<file path="config.mk">
export PLATFORM = sky130hd
export DESIGN_NAME = lcd_timing_controller
export DESIGN_NICKNAME = d
export VERILOG_FILES = /design/src/rtl/lcd_timing_controller_pkg.sv /design/src/rtl/lcd_timing_controller_stat_irq.sv /design/src/rtl/lcd_timing_controller.sv
export SDC_FILE = /design/constraint.sdc
export NUM_CORES = 1
export LEC_CHECK = 0
export ABC_AREA = 1
export BUFFER_PORTS_ARGS = -buffer_cell sky130_fd_sc_hd__buf_2
export CORE_UTILIZATION = 40
export DETAILED_ROUTE_END_ITERATION = 12
export PLACE_DENSITY = 0.59
export SYNTH_ARGS = -nofsm -noshare
export SYNTH_HDL_FRONTEND = slang
export SYNTH_HIERARCHICAL = 1
export SYNTH_SLANG_ARGS = --single-unit
</file>
<file path="constraint.sdc">
create_clock -name clk -period 2.55 [get_ports clk]
set_clock_uncertainty 0.05 [all_clocks]
set_input_delay 0.765 -clock clk [delete_from_list [all_inputs] [get_ports clk]]
set_output_delay 0.765 -clock clk [all_outputs]
set_load 0.02 [all_outputs]
</file>
<file path="src/rtl/lcd_timing_controller_pkg.sv">
// -----------------------------------------------------------------------------
// lcd_timing_controller_pkg
//
// Shared video types and timing constants. The LCD mode encoding is the
// hardware encoding of the STAT mode field. The register file writes the
// mode output of the timing controller straight into that field.
//
// Contents:
//   lcd_mode_e       HBLANK=0, VBLANK=1, OAM_SCAN=2, TRANSFER=3
//   DOTS_PER_LINE    dots per scanline
//   OAM_DOTS         length of the OAM scan phase
//   XFER_DOTS        length of the pixel transfer phase (fixed)
//   VISIBLE_LINES    visible lines; equals LCD_LINES
//   TOTAL_LINES      visible lines plus V-blank lines
//   oam_access_ok()  CPU may touch OAM in this mode
//   vram_access_ok() CPU may touch VRAM in this mode
// -----------------------------------------------------------------------------
package lcd_timing_controller_pkg;

  typedef enum logic [1:0] {
    HBLANK   = 2'd0,
    VBLANK   = 2'd1,
    OAM_SCAN = 2'd2,
    TRANSFER = 2'd3
  } lcd_mode_e;

  localparam int DOTS_PER_LINE = 456;
  localparam int OAM_DOTS      = 80;
  localparam int XFER_DOTS     = 172;
  localparam int VISIBLE_LINES = 144;
  localparam int LCD_LINES     = VISIBLE_LINES;
  localparam int TOTAL_LINES   = 154;

  // The PPU reads OAM during OAM scan and transfer. Both phases lock the CPU out.
  function automatic logic oam_access_ok(input lcd_mode_e m);
    return (m == HBLANK) || (m == VBLANK);
  endfunction

  // The PPU reads VRAM only while it transfers pixels.
  function automatic logic vram_access_ok(input lcd_mode_e m);
    return (m != TRANSFER);
  endfunction

endpackage

</file>
<file path="src/rtl/lcd_timing_controller_stat_irq.sv">
// -----------------------------------------------------------------------------
// lcd_stat_irq
//
// Combines the enabled STAT sources into the single STAT interrupt line.
// It raises a one-clk request on a 0->1 edge of that line only.
// If one source is already holding the line high, a second source that rises
// produces no new request. This is the STAT-blocking behaviour that software
// relies on.
//
// Ports:
//   clk          system clock
//   rst          synchronous active-high reset
//   enable       video timing is running; the line is forced low otherwise
//   stat_ie      {coincidence, mode2, mode1, mode0} interrupt enables
//   mode         current (registered) LCD mode
//   coincidence  registered ly == lyc
//   stat_irq     one-clk request pulse
// -----------------------------------------------------------------------------
module lcd_stat_irq
  import lcd_timing_controller_pkg::*;
(
  input  logic       clk,
  input  logic       rst,
  input  logic       enable,
  input  logic [3:0] stat_ie,
  input  lcd_mode_e  mode,
  input  logic       coincidence,
  output logic       stat_irq
);

  logic stat_line;
  logic stat_line_q;

  always_comb begin
    stat_line = enable & ((stat_ie[3] & coincidence)
                        | (stat_ie[2] & (mode == OAM_SCAN))
                        | (stat_ie[1] & (mode == VBLANK))
                        | (stat_ie[0] & (mode == HBLANK)));
  end

  // NOTE: sequential state uses non-blocking assignments so every register
  // samples the pre-edge values, independent of statement order.
  always_ff @(posedge clk) begin
    if (rst) begin
      stat_line_q <= 1'b0;
      stat_irq    <= 1'b0;
    end else begin
      stat_line_q <= stat_line;
      stat_irq    <= stat_line & ~stat_line_q;
    end
  end

endmodule

</file>
<file path="src/rtl/lcd_timing_controller.sv">
// -----------------------------------------------------------------------------
// lcd_timing_controller
//
// Single source of video timing. It steps the dot and line counters on every
// dot-clock enable and walks the per-line mode sequence:
//   OAM scan -> transfer -> H-blank        on visible lines
//   V-blank                                on lines VISIBLE_LINES..TOTAL_LINES-1
// It also derives the CPU access grants, the LY==LYC coincidence flag, the
// V-blank interrupt and, through lcd_stat_irq, the STAT interrupt.
//
// Ports:
//   clk          system clock
//   rst          synchronous active-high reset
//   dot_en       dot-clock enable; timing advances only when high
//   lcd_enable   LCDC.LCDEnable
//   stat_ie      STAT {coincidence, mode2, mode1, mode0} interrupt enables
//   lyc          LY compare value
//   mode         current mode (lcd_mode_e)
//   ly           current line, 0..TOTAL_LINES-1
//   coincidence  registered ly == lyc, refreshed every clk
//   stat_irq     one-clk STAT request
//   vblank_irq   one-clk request on entry to V-blank
//   vram_cpu_ok  CPU may access VRAM
//   oam_cpu_ok   CPU may access OAM
//   line_start   one-clk pulse at dot 0 of every line
//   dot          dot within the line, 0..DOTS_PER_LINE-1
// -----------------------------------------------------------------------------
module lcd_timing_controller
  import lcd_timing_controller_pkg::*;
#(
  parameter int DOTS_PER_LINE = lcd_timing_controller_pkg::DOTS_PER_LINE,
  parameter int OAM_DOTS      = lcd_timing_controller_pkg::OAM_DOTS,
  parameter int XFER_DOTS     = lcd_timing_controller_pkg::XFER_DOTS,
  parameter int VISIBLE_LINES = lcd_timing_controller_pkg::VISIBLE_LINES,
  parameter int TOTAL_LINES   = lcd_timing_controller_pkg::TOTAL_LINES
) (
  input  logic       clk,
  input  logic       rst,
  input  logic       dot_en,
  input  logic       lcd_enable,
  input  logic [3:0] stat_ie,
  input  logic [7:0] lyc,
  output lcd_mode_e  mode,
  output logic [7:0] ly,
  output logic       coincidence,
  output logic       stat_irq,
  output logic       vblank_irq,
  output logic       vram_cpu_ok,
  output logic       oam_cpu_ok,
  output logic       line_start,
  output logic [8:0] dot
);

  localparam logic [8:0] LAST_DOT     = 9'(DOTS_PER_LINE - 1);
  localparam logic [8:0] XFER_START   = 9'(OAM_DOTS);
  localparam logic [8:0] HBLANK_START = 9'(OAM_DOTS + XFER_DOTS);
  localparam logic [7:0] LAST_LINE    = 8'(TOTAL_LINES - 1);
  localparam logic [7:0] VBLANK_LINE  = 8'(VISIBLE_LINES);

  // running is clear after reset and while the LCD is off. The first dot_en
  // after enabling then lands on line 0, dot 0 instead of dot 1. Otherwise the
  // first line would be one dot short.
  logic       running;
  logic [8:0] next_dot;
  logic [7:0] next_ly;
  lcd_mode_e  next_mode;

  // Counter values that the next dot_en will load.
  // NOTE: every always_comb output gets a default first. A path that skips an
  // assignment would otherwise infer a latch.
  always_comb begin
    next_dot = dot + 9'd1;
    next_ly  = ly;
    if (!running) begin
      next_dot = '0;
      next_ly  = '0;
    end else if (dot == LAST_DOT) begin
      next_dot = '0;
      next_ly  = (ly == LAST_LINE) ? '0 : ly + 8'd1;
    end
  end

  // Mode transition function. Only the legal edges of the line and frame
  // sequence exist. Any other combination holds the current mode.
  always_comb begin
    next_mode = mode;
    unique case (mode)
      OAM_SCAN: if (next_dot == XFER_START)   next_mode = TRANSFER;
      TRANSFER: if (next_dot == HBLANK_START) next_mode = HBLANK;
      HBLANK: begin
        if (next_dot == '0)
          next_mode = (next_ly < VBLANK_LINE) ? OAM_SCAN : VBLANK;
      end
      VBLANK: if (next_dot == '0 && next_ly == '0) next_mode = OAM_SCAN;
      default: next_mode = mode;
    endcase
  end

  // Mode FSM with its counters and registered outputs. Turning the LCD off
  // takes effect on the next clk, whether or not dot_en is high.
  always_ff @(posedge clk) begin
    if (rst || !lcd_enable) begin
      running     <= 1'b0;
      dot         <= '0;
      ly          <= '0;
      mode        <= HBLANK;
      line_start  <= 1'b0;
      vblank_irq  <= 1'b0;
      vram_cpu_ok <= 1'b1;
      oam_cpu_ok  <= 1'b1;
    end else begin
      // Pulses are single-clk even if dot_en stays high. A stall must not
      // stretch them.
      line_start <= 1'b0;
      vblank_irq <= 1'b0;
      if (dot_en) begin
        running     <= 1'b1;
        dot         <= next_dot;
        ly          <= next_ly;
        mode        <= next_mode;
        line_start  <= (next_dot == '0);
        vblank_irq  <= (next_mode == VBLANK) && (mode != VBLANK);
        vram_cpu_ok <= vram_access_ok(next_mode);
        oam_cpu_ok  <= oam_access_ok(next_mode);
      end
    end
  end

  // Compared every clk so that an LYC write shows up one clk later even with
  // the dot clock stalled. The compare uses the registered ly. The match on
  // line 153 therefore lasts the whole line.
  always_ff @(posedge clk) begin
    if (rst) coincidence <= 1'b0;
    else     coincidence <= (ly == lyc);
  end

  lcd_stat_irq u_stat_irq (
    .clk         (clk),
    .rst         (rst),
    .enable      (running),
    .stat_ie     (stat_ie),
    .mode        (mode),
    .coincidence (coincidence),
    .stat_irq    (stat_irq)
  );

endmodule

</file>
# Yosys cells after proc, flatten, opt, wreduce, memory -nomap -nowiden
# Cells that the tools add are included.
dict set report word_totals {
  memories 0
  ff_bits 27
  inputBits 16
  elab_cells 57
  latch_bits 0
  rom_bits 0
  ram_bits 0
  out_inout_bits 25
}
dict set report op_classes {
  magnitude_cmp 1
  n_div 0
  mul 0
  reduce_logical 10
  n_addsub 2
  muxes 11
  bitwise_logic 11
  shifts 0
  eq_ne 11
}
# op count
set op_table {}
lappend op_table {{$mux W8} 3}
lappend op_table {{$mux W9} 2}
lappend op_table {{$mux W2} 5}
lappend op_table {{$add A9 B1 Y9 const B} 1}
lappend op_table {{$eq A9 B7 Y1 const B} 1}
lappend op_table {{$eq A9 B8 Y1 const B} 1}
lappend op_table {{$eq A9 B9 Y1 const B} 1}
lappend op_table {{$logic_not A9 Y1} 1}
lappend op_table {{$add A8 B1 Y8 const B} 1}
lappend op_table {{$eq A8 B8 Y1} 1}
lappend op_table {{$eq A8 B8 Y1 const B} 1}
lappend op_table {{$logic_not A8 Y1} 1}
lappend op_table {{$lt A8 B8 Y1 const B} 1}
lappend op_table {{$pmux W2 S4} 1}
lappend op_table {{$and A1 B1 Y1} 6}
lappend op_table {{$eq A2 B1 Y1 const B} 2}
lappend op_table {{$eq A2 B2 Y1 const B} 2}
lappend op_table {{$logic_not A2 Y1} 2}
lappend op_table {{$or A1 B1 Y1} 3}
lappend op_table {{$logic_and A1 B1 Y1} 2}
lappend op_table {{$logic_or A1 B1 Y1} 2}
lappend op_table {{$ne A2 B1 Y1 const B} 1}
lappend op_table {{$ne A2 B2 Y1 const B} 1}
lappend op_table {{$not A1 Y1} 2}
lappend op_table {{2 further kinds} 2}

# Logic depth before layout (Yosys ltp)
# Gate-level depths: netlist of the first run.
dict set report logic_depth {
  word_depth 10
  ltp_mapped 17
  ltp_nobuf 16
}

# Modules after synthesis
# The synthesis of the first run kept the hierarchy.
# module instances cells_per_inst seq_area_each_um2 area_each_um2
set by_module_without_submodules {}
lappend by_module_without_submodules {lcd_timing_controller 1 250 500.5 1636.6}
lappend by_module_without_submodules {lcd_stat_irq 1 20 40.0 121.4}

# Worst setup path before layout of the first run
# No wires, ideal clock.
dict set report synth_path {
  path_type {register to register}
  start {register dot[1]}
  end {register vram_cpu_ok}
  setup_ns 0.114
  n_path_buf 1
  required_ns 2.386
  slack_ns 0.459
  period_less_slack_ns 2.091
  arrival_time_ns 1.927
  path_stages_with_launch 16
  cell_sequence {dfxtp_1 -> ha_1 -> nand2_2 -> inv_2 -> nand2_2 -> nor2_4 -> buf_6 -> nand3_2 -> nand3_1 -> nand2_2 -> nor2_2 -> nand4_1 -> nand3_1 -> nand2_1 -> nor2_1 -> nor2_1}
}
dict set report synth_between {
  elab_chain_cells 8
  word_cells_on_any_way 19
  classes_between {add/sub: 1; order compare: 1; eq/ne: 4; mux: 10; reduce/logical: 3}
}
# item line_no
set synth_lines {}
lappend synth_lines {{start, declared} lcd_timing_controller.sv:51} ;# output logic [8:0] dot
lappend synth_lines {{start signal, assigned} lcd_timing_controller.sv:118} ;# dot <= next_dot;
lappend synth_lines {{$eq A9 B9 Y1 / $add A9 B1 Y9 (equally long branches)} {lcd_timing_controller.sv:77, lcd_timing_controller.sv:72}}
lappend synth_lines {{$mux W8 / $mux W9 (equally long branches)} lcd_timing_controller.sv:77} ;# end else if (dot == LAST_DOT) begin
lappend synth_lines {{$mux W8 / $mux W9 (equally long branches)} lcd_timing_controller.sv:74} ;# if (!running) begin
lappend synth_lines {{$lt A8 B8 Y1, or another cell as far along} lcd_timing_controller.sv:92} ;# next_mode = (next_ly < VBLANK_LINE) ? OAM_SCAN : VBLANK;
lappend synth_lines {{$mux W2 / $logic_and A1 B1 Y1 (equally long branches)} {lcd_timing_controller.sv:92, lcd_timing_controller.sv:94}}
lappend synth_lines {{$mux W2, on equally long branches} {lcd_timing_controller.sv:91, lcd_timing_controller.sv:94}}
lappend synth_lines {{$pmux W2 S4 (*)} lcd_timing_controller.sv:87} ;# unique case (mode)
lappend synth_lines {{$ne A2 B2 Y1 (*)} lcd_timing_controller_pkg.sv:41} ;# return (m != TRANSFER);
lappend synth_lines {{end signal, assigned} lcd_timing_controller.sv:123} ;# vram_cpu_ok <= vram_access_ok(next_mode);
lappend synth_lines {{end, declared} lcd_timing_controller.sv:48} ;# output logic vram_cpu_ok,
# Mark *: on every way between the ends. The rest lies on a longest branch, timed or not.
# A chain may end at the register's enable or synchronous reset.

# Final worst setup path of the first run
# Same ends and word-level chain as after synthesis.

==> metrics.md, run 1 <==
| Metric | Value |
|---|---|
| Io pins | 41 |
| Setup crit end kind | flop |
| Largest net degree at the start of global routing | 17 |
| Starting Density | 0.427 |
| Multi-input gate area | 1030 um2 |
| Critical Path Most Common Cell | nor2_1 |
| RD Place Congestion | 0.899 |
| Die width | 68.3 um |
| Synth top area share | 0.307 |
| Synth async-reset ratio | 0 |
| Pwr per Cell Area | 366 nW/um2 |
| Max-slew headroom | 0.599 |
| Tcrit/Tclk final | 0.884 |
| Global Route Usage Sum | 0.213 |
| Vias after detailed routing | 1,854 |
| Area added between synthesis and finish | 17.6% |
| Yosys cell types | 32 |
| Post-Route WL | 4510 um |
| Combinational share of power | 0.092 |
| CTS H-tree depth | 1 |
| Synth Register Bits | 27 |
| Slowest cell on crit path | dfxtp_1 |
| Die Y | 68.3 um |
| Maximum root-to-sink buffer count | 2 |
| CTS tree | done |
| Sequential-to-total area share from yosys stat | 0.307 |
| Arrival @ worst endpoint | 2390 ps |
| Post-synthesis cell area | 1760 um2 |
| Start point of the worst hold path | u_stat_irq/stat_line_q$_SDFF_PP0_ |
| Yosys Warn Count | 6 |
| Cells after synthesis | 270 |
| Worst Hold Path EP | u_stat_irq/stat_irq$_SDFF_PP0_ |
| Die area | 4660 um2 |
| Peak VDD IR | 0.000166 V |
| Cts bufs inserted | 3 |
| Core footprint | 4120 um2 |
| Worst Setup Start Kind | flop |
| Resized Gates After CTS | 0 |
| R2R setup slack | 300 ps |
| Num rows | 23 |
| Synth Flop Type | dfxtp_1 |
| Worst-Skew Late Latency | 280 ps |
| DR DRC count | 0 |
| Outcome | completed |
| Final hold vios | 0 |
| Clk sinks | 27 |
| Final Power | 0.757 mW |
| Clock power share | 0.336 |
| Layout cells sized above 1 | 0.236 |
| Ranking of synthesized cells by area | dfxtp_1 31%, nand2_1 13%, inv_1 7.9%, nor2_1 7.5%, nand3_1 7.1% |
| CP cell instances | ha_1 -> nand2_2 -> inv_2 -> nand2_2 -> nor2_4 -> nor2_1 -> nand3_2 -> nand3_2 -> nor2_1 -> nand3_1 -> nand3_1 -> nand2_1 -> nor2_1 -> nor2_1 |
| CP Launch Point | dot[1]$_SDFFE_PP0P_ |
| Antenna fix cells | 0 |
| Reg area | 541 um2 |
| Root Buffer | clkbuf_8 |
| Hpwl dp | 3550 um |
| P_leak | 1.00 nW |
| Setup TNS | 0 ps |
| Post-layout util | 0.502 |
| Switch share | 0.252 |
| Int Power | 0.566 mW |
| Max Slew Vio Count | 0 |
| First-pass GRT wire length | 7400 um |
| Most frequent cells after synthesis | 61 x nand2_1, 37 x inv_1, 35 x nor2_1 |
| EDFF count, synth | 0 |
| Antenna Violating Nets Remaining | 0 |
| Critical R2R Capture | vram_cpu_ok$_SDFFE_PP1P_ |
| Layout fillers | 454 |
| Fmax | 0.444 GHz |
| Post-CTS setup buffer count | 0 |
| Final setup viols | 0 |
| Vias in the first global route | 1,688 |
| Hold buffer count at CTS | 0 |
| Slew @ Worst Pin | 600 ps |
| Top-count cell post-synth | nand2_1 |
| Req. time, crit path | 2690 ps |
| WS Path Type | reg -> reg |
| Port-buffer cells | 40 |
| Reg2Reg Launch Point | dot[1]$_SDFFE_PP0P_ |
| Drt pass-1 iters | 4 |
| Crit-path max FO | 12 |
| Clock slew at reported path FFs | 100 ps |
| RSZ-0062 raised after global routing | no |
| Max Cap Violations | 0 |
| Fin crit period | 2250 ps |
| Flop pwr share | 0.572 |
| Vias/cell | 5.09 |
| Initial antenna violation count | 0 |
| WL per Instance | 12.4 um |
| Synth Net Count | 289 |
| P_sw | 0.191 mW |
| Worst-case reg-to-reg path depth | 14 |
| GRT Residual Overflow | 0 |
| Worst min-delay path category | reg -> reg |
| Final nets | 334 |
| Largest stage delay on the critical path | 410 ps |
| DRT iter0 DRCs | 98 |
| Post-synth top area cell | dfxtp_1 |
| Worst hold stages | 1 |
| Avg Inst Size Synth | 6.51 um2 |
routing by layer:
metal  wire length [um]  track usage
met5                  0            0
met2               2000        0.358
met3                253       0.0350
met1               2210        0.277
met4                 44       0.0573
placed cells by master, fill, tap and decap left out, types with 4 or more instances in the layout:
cell,n
nor2_1,35
o22ai_1,16
buf_2,40
nand3_1,25
nand2_1,61
nand3_2,7
nand2_2,9
inv_1,37
nor2_2,4
buf_4,4
dfxtp_1,27
nand4_1,6
o21ai_0,7
a21oi_1,4
critical path, delay by kind of cell (launching register included):
kind	cells	cell delay (ps)
adders and majority gates	1	210
buffers and inverters	1	80
DFF	1	410
and+or+nand+nor	12	1400
registers in the layout, indices dropped and copies added (netlist names):
signal,count
oam_cpu_ok,1
running,1
coincidence,1
vram_cpu_ok,1
ly,8
vblank_irq,1
mode,2
u_stat_irq/stat_irq,1
line_start,1
dot,9
u_stat_irq/stat_line_q,1
cells by family (layout without fill, tap and decap cells):
family | after synthesis | in the layout | synth area share
adder cells (fa/ha/maj) | 3 | 3 | 0.0214
AO/OA/AOI/OAI | 34 | 34 | 0.123
XOR/XNOR | 4 | 4 | 0.0199
flip-flops | 27 | 27 | 0.307
buffers and inverters | 46 | 90 | 0.108
AND/OR/NAND/NOR | 156 | 156 | 0.420
power by group through the flow:
stage | registers, mW | logic [mW] | clock network (mW)
floorplan | 0.444 | 0.0404 | 0
global placement | 0.443 | 0.0703 | 0
detailed placement | 0.443 | 0.0701 | 0
CTS | 0.433 | 0.0705 | 0.263
global route | 0.434 | 0.0792 | 0.283
finish | 0.433 | 0.0698 | 0.255
how the worst max path moves through the flow:
| stage | cells past startpoint | slack [ps] | endpoint |
|---|---|---|---|
| finish | 14 | 300 | vram_cpu_ok$_SDFFE_PP1P_ |
| CTS | 14 | 280 | vram_cpu_ok$_SDFFE_PP1P_ |
| floorplan | 15 | 460 | vram_cpu_ok$_SDFFE_PP1P_ |
| global placement | 14 | 390 | vram_cpu_ok$_SDFFE_PP1P_ |
| detailed placement | 14 | 310 | vram_cpu_ok$_SDFFE_PP1P_ |
| global route | 14 | 50 | vram_cpu_ok$_SDFFE_PP1P_ |
through the flow:
step	instances	hold WS, ps	cell area [um2]	setup slack [ps]
floorplan	270	332	1760	459
global placement	360	335	2020	387
detailed placement	360	341	2020	314
CTS	364	356	2070	284
global route	364	390	2070	46.9
finish	364	353	2070	297
area by class of cell:
type,instances,share of cell area
multi-input cells,197,0.497
flip-flops and latches,27,0.262
repair buffers,44,0.111
inverters,42,0.0763
well taps,50,0.0303
clock buffers,3,0.0200
clock inverters,1,0.00363
Note: power is estimated with default switching activity, not from simulation.
==> run 2, diff against run 1 <==
--- a/config.mk
+++ b/config.mk
@@ -5,10 +5,10 @@
 export SDC_FILE = /design/constraint.sdc
 export NUM_CORES = 1
 export LEC_CHECK = 0
-export ABC_AREA = 1
 export BUFFER_PORTS_ARGS = -buffer_cell sky130_fd_sc_hd__buf_2
 export CORE_UTILIZATION = 40
 export DETAILED_ROUTE_END_ITERATION = 12
+export MAX_ROUTING_LAYER = met4
 export PLACE_DENSITY = 0.59
 export SYNTH_ARGS = -nofsm -noshare
 export SYNTH_HDL_FRONTEND = slang
==> run 2 against run 1 <==
Net effect:
- largest power group unchanged
- power decreased by 1.5%
- final area increased by 9.7%
- sequential cell count unchanged
- die area increased by 0.54%
- largest cell class unchanged
- via count decreased by 0.97%
- highest routed layer unchanged
- clock power about the same
- synthesized cell count decreased by 19%
- clock-buffer cell count unchanged
- worst setup slack got worse by 260 ps
==> metrics.md, run 2 <==
| Metric | Value |
|---|---|
| Outcome | completed (unchanged) |
| Synth async-reset ratio | 0 (unchanged) |
| Slowest cell on crit path | or4b_4 (was dfxtp_1) |
| Cts bufs inserted | 3 (unchanged) |
| Setup crit end kind | flop (unchanged) |
| Yosys cell types | 58 (was 32) |
| Worst-Skew Late Latency | 280 ps (about the same) |
| Vias after detailed routing | 1,836 (was 1,854) |
| Clk sinks | 27 (unchanged) |
| Worst-case reg-to-reg path depth | 7 (was 14) |
| Vias/cell | 5.72 (was 5.09) |
| Biggest regs | dot x9, ly x8, mode x2 (unchanged) |
| Initial antenna violation count | 0 (unchanged) |
| Ranking of synthesized cells by area | dfxtp_1 31%, xnor2_1 6.9%, o21ai_0 5.9%, nand2_1 4.7%, nand3_1 2.8% (was dfxtp_1 31%, nand2_1 13%, inv_1 7.9%, nor2_1 7.5%, nand3_1 7.1%) |
| RSZ-0062 raised after global routing | yes (was no) |
| Post-synthesis compound-gate area fraction | 0.270 (was 0.123) |
| EDFF count, synth | 0 (unchanged) |
| Pre-CTS setup slack | 8.78 ps (was 314 ps) |
| CP delay by family, top | simple AND/OR/NAND/NOR gates (unchanged) |
| Largest reg by FF count | dot (unchanged) |
| Hpwl dp | 3720 um (was 3550 um) |
| Num rows | 23 (unchanged) |
| Fin cells | 321 (was 364) |
| Layout cells sized above 1 | 0.332 (was 0.236) |
| Antenna Violating Nets Remaining | 0 (unchanged) |
| Drt pass-1 iters | 4 (unchanged) |
| Tcrit/Tclk final | 0.985 (was 0.884) |
| Fmax | 0.398 GHz (was 0.444 GHz) |
| Post-synthesis cell area | 1770 um2 (was 1760 um2) |
| Sequential-to-total area share from yosys stat | 0.306 (was 0.307) |
| Start point of the worst hold path | oam_cpu_ok$_SDFFE_PP1P_ (was u_stat_irq/stat_line_q$_SDFF_PP0_) |
| Post-synth top area cell | dfxtp_1 (unchanged) |
| Max-slew headroom | 0.580 (was 0.599) |
| Cells after DPL | 316 (was 360) |
| DR DRC count | 0 (unchanged) |
| Global Route Usage Sum | 0.224 (was 0.213) |
| Io pins | 41 (unchanged) |
| Final setup viols | 0 (unchanged) |
| Port-buffer cells | 40 (unchanged) |
| Clock slew at reported path FFs | 100 ps (about the same) |
| Req. time, crit path | 2670 ps (was 2690 ps) |
| Xor/xnor cell area share of the yosys netlist | 0.0743 (was 0.0199) |
| Max Cap Violations | 0 (unchanged) |
| Main combinational cell family by area after synthesis | compound AO/OA/AOI/OAI gates (was simple AND/OR/NAND/NOR gates) |
| Final hold vios | 0 (unchanged) |
| Post-synthesis simple-gate area fraction | 0.266 (was 0.420) |
| Yosys Warn Count | 6 (unchanged) |
| Peak VDD IR | 0.000199 V (was 0.000166 V) |
| Largest stage delay on the critical path | 590 ps (was 410 ps) |
| Critical R2R Capture | vram_cpu_ok$_SDFFE_PP1P_ (unchanged) |
| Hold buffer count at CTS | 0 (unchanged) |
| Multiplexer area fraction after synthesis | 0.00566 (was 0) |
| DRT iter0 DRCs | 73 (was 98) |
| Worst path bufs/invs | 0 (was 1) |
| P_leak | 0.895 nW (was 1.00 nW) |
| Max Slew Vio Count | 0 (unchanged) |
| Core footprint | 4120 um2 (unchanged) |
| Fin crit period | 2510 ps (was 2250 ps) |
| Slew @ Worst Pin | 624 ps (was 600 ps) |
| Reg2Reg Launch Point | dot[4]$_SDFFE_PP0P_ (was dot[1]$_SDFFE_PP0P_) |
| Worst Hold Path EP | oam_cpu_ok$_SDFFE_PP1P_ (was u_stat_irq/stat_irq$_SDFF_PP0_) |
| RD Place Congestion | 0.837 (was 0.899) |
| Commonest non-fill, non-tap cells in the layout | 40 x buf_2, 26 x buf_4, 23 x dfxtp_1, 22 x nand2_1, 20 x o21ai_0 (was 61 x nand2_1, 40 x buf_2, 37 x inv_1, 35 x nor2_1, 27 x dfxtp_1) |
| Synth Register Bits | 27 (unchanged) |
| Area added between synthesis and finish | 28.2% (was 17.6%) |
| Arrival @ worst endpoint | 2630 ps (was 2390 ps) |
| Die Y | 68.5 um (was 68.3 um) |
| Hold_ws | 429 ps (was 353 ps) |
| First-pass GRT wire length | 7620 um (was 7400 um) |
| Maximum root-to-sink buffer count | 2 (unchanged) |
| GRT Residual Overflow | 0 (unchanged) |
| Synth top area share | 0.306 (was 0.307) |
| Die width | 68.5 um (was 68.3 um) |
| Avg Inst Size Synth | 8.11 um2 (was 6.51 um2) |
| Worst Setup Start Kind | flop (unchanged) |
| WL per Instance | 15.3 um (was 12.4 um) |
| Adder-cell area share of the yosys netlist | 0.0212 (was 0.0214) |
| Die area | 4690 um2 (was 4660 um2) |
| Synth Flop Type | dfxtp_1 (unchanged) |
| WS Path Type | reg -> reg (unchanged) |
| Worst hold stages | 1 (unchanged) |
| Vias in the first global route | 1,573 (was 1,688) |
| Worst min-delay path category | reg -> reg (unchanged) |
| Root Buffer | clkbuf_8 (unchanged) |
| Setup TNS | 0 ps (unchanged) |
| CP cell instances | or4b_4 -> o31a_1 -> o211a_1 -> nor4_4 -> nor4b_4 -> a221oi_2 -> o22a_1 (was ha_1 -> nand2_2 -> inv_2 -> nand2_2 -> nor2_4 -> nor2_1 -> nand3_2 -> nand3_2 -> nor2_1 -> nand3_1 -> nand3_1 -> nand2_1 -> nor2_1 -> nor2_1) |
| Starting Density | 0.430 (was 0.427) |
| Pwr per Cell Area | 329 nW/um2 (was 366 nW/um2) |
| R2R setup slack | 40 ps (was 300 ps) |
| Final nets | 291 (was 334) |
| CTS tree | done (unchanged) |
| Leading cell type in the layout, fill and taps excluded | buf_2 (was nand2_1) |
| Synth Net Count | 237 (was 289) |
| Most frequent cells after synthesis | 27 x dfxtp_1, 22 x nand2_1, 21 x o21ai_0 (was 61 x nand2_1, 37 x inv_1, 35 x nor2_1) |
| Post-route setup slack | 37.9 ps (was 297 ps) |
| Antenna fix cells | 0 (unchanged) |
| CTS H-tree depth | 1 (unchanged) |
| Cells after synthesis | 218 (was 270) |
| Largest net degree at the start of global routing | 17 (unchanged) |
| Top-count cell post-synth | dfxtp_1 (was nand2_1) |
| Post-Route WL | 4900 um (was 4510 um) |
| Max reg flops | 9 (unchanged) |
| Crit-path max FO | 6 (was 12) |
## run 2: worst register-to-register path: stages, from the launching register on
cell      delay, ps
dfxtp_2         360
or4b_4          590
o31a_1          320
o211a_1         240
nor4_4          290
nor4b_4         300
a221oi_2         70
o22a_1          180
## run 2: routing by layer
metal  vias to the layer above  track usage  share of wire  wire length [um]
met2                        32        0.359           0.47              2320
met4                         0       0.0521         0.0053                26
li1                        929            -              -                 -
met5                         -            -              0                 0
met3                         2       0.0250          0.025               124
met1                       873        0.299           0.49              2420
## run 2: kinds of logic after synthesis
family / count (synthesis)
AO/OA/AOI/OAI: 65
XOR/XNOR: 15
adder cells (fa/ha/maj): 3
buffers and inverters: 22
flip-flops: 27
multiplexers: 1
AND/OR/NAND/NOR: 85
## run 2: how the worst max path moves through the flow
stage                             start                  endpoint  slack [ps]  cells after the start
detailed placement  dot[0]$_SDFFE_PP0P_      mode[0]$_SDFFE_PP0P_           9                      8
global route        dot[1]$_SDFFE_PP0P_  vram_cpu_ok$_SDFFE_PP1P_         -90                      8
CTS                 dot[1]$_SDFFE_PP0P_  vram_cpu_ok$_SDFFE_PP1P_          20                      8
finish              dot[4]$_SDFFE_PP0P_  vram_cpu_ok$_SDFFE_PP1P_          40                      7
global placement    dot[0]$_SDFFE_PP0P_      mode[0]$_SDFFE_PP0P_          30                      8
floorplan           dot[5]$_SDFFE_PP0P_  vram_cpu_ok$_SDFFE_PP1P_         0.4                      9
## run 2: repair_timing
item                                    in CTS  in global routing
setup buffers                                0                  1
resized for setup                            4                  8
endpoints found under the setup margin       2                  9
pin swaps                                    2                  4
## run 2: layout make-up
class	count	area [um2]
clock inverter	1	7.51
tap	50	62.6
fill	409	1850
timing repair buffer	66	395
inverter	5	18.8
clock buffer	3	41.3
sequential	27	546
multi-input combinational	169	1200
## run 2: metrics by stage
step	area, um2	total power, mW	util
final	2270	0.746	0.551
after global routing	2270	0.776	0.551
after detailed placement	2150	0.500	0.523
after CTS	2210	0.751	0.538
after floorplan	1790	0.471	-
after global placement	2150	0.500	0.523
## run 2: where the power goes
group / switching, mW / total (mW) / internal (mW) / leakage (nW)
logic: 0.0329 / 0.0622 / 0.0292 / 0.653
clock network: 0.143 / 0.254 / 0.111 / 0.0217
registers: 0.00473 / 0.430 / 0.425 / 0.220
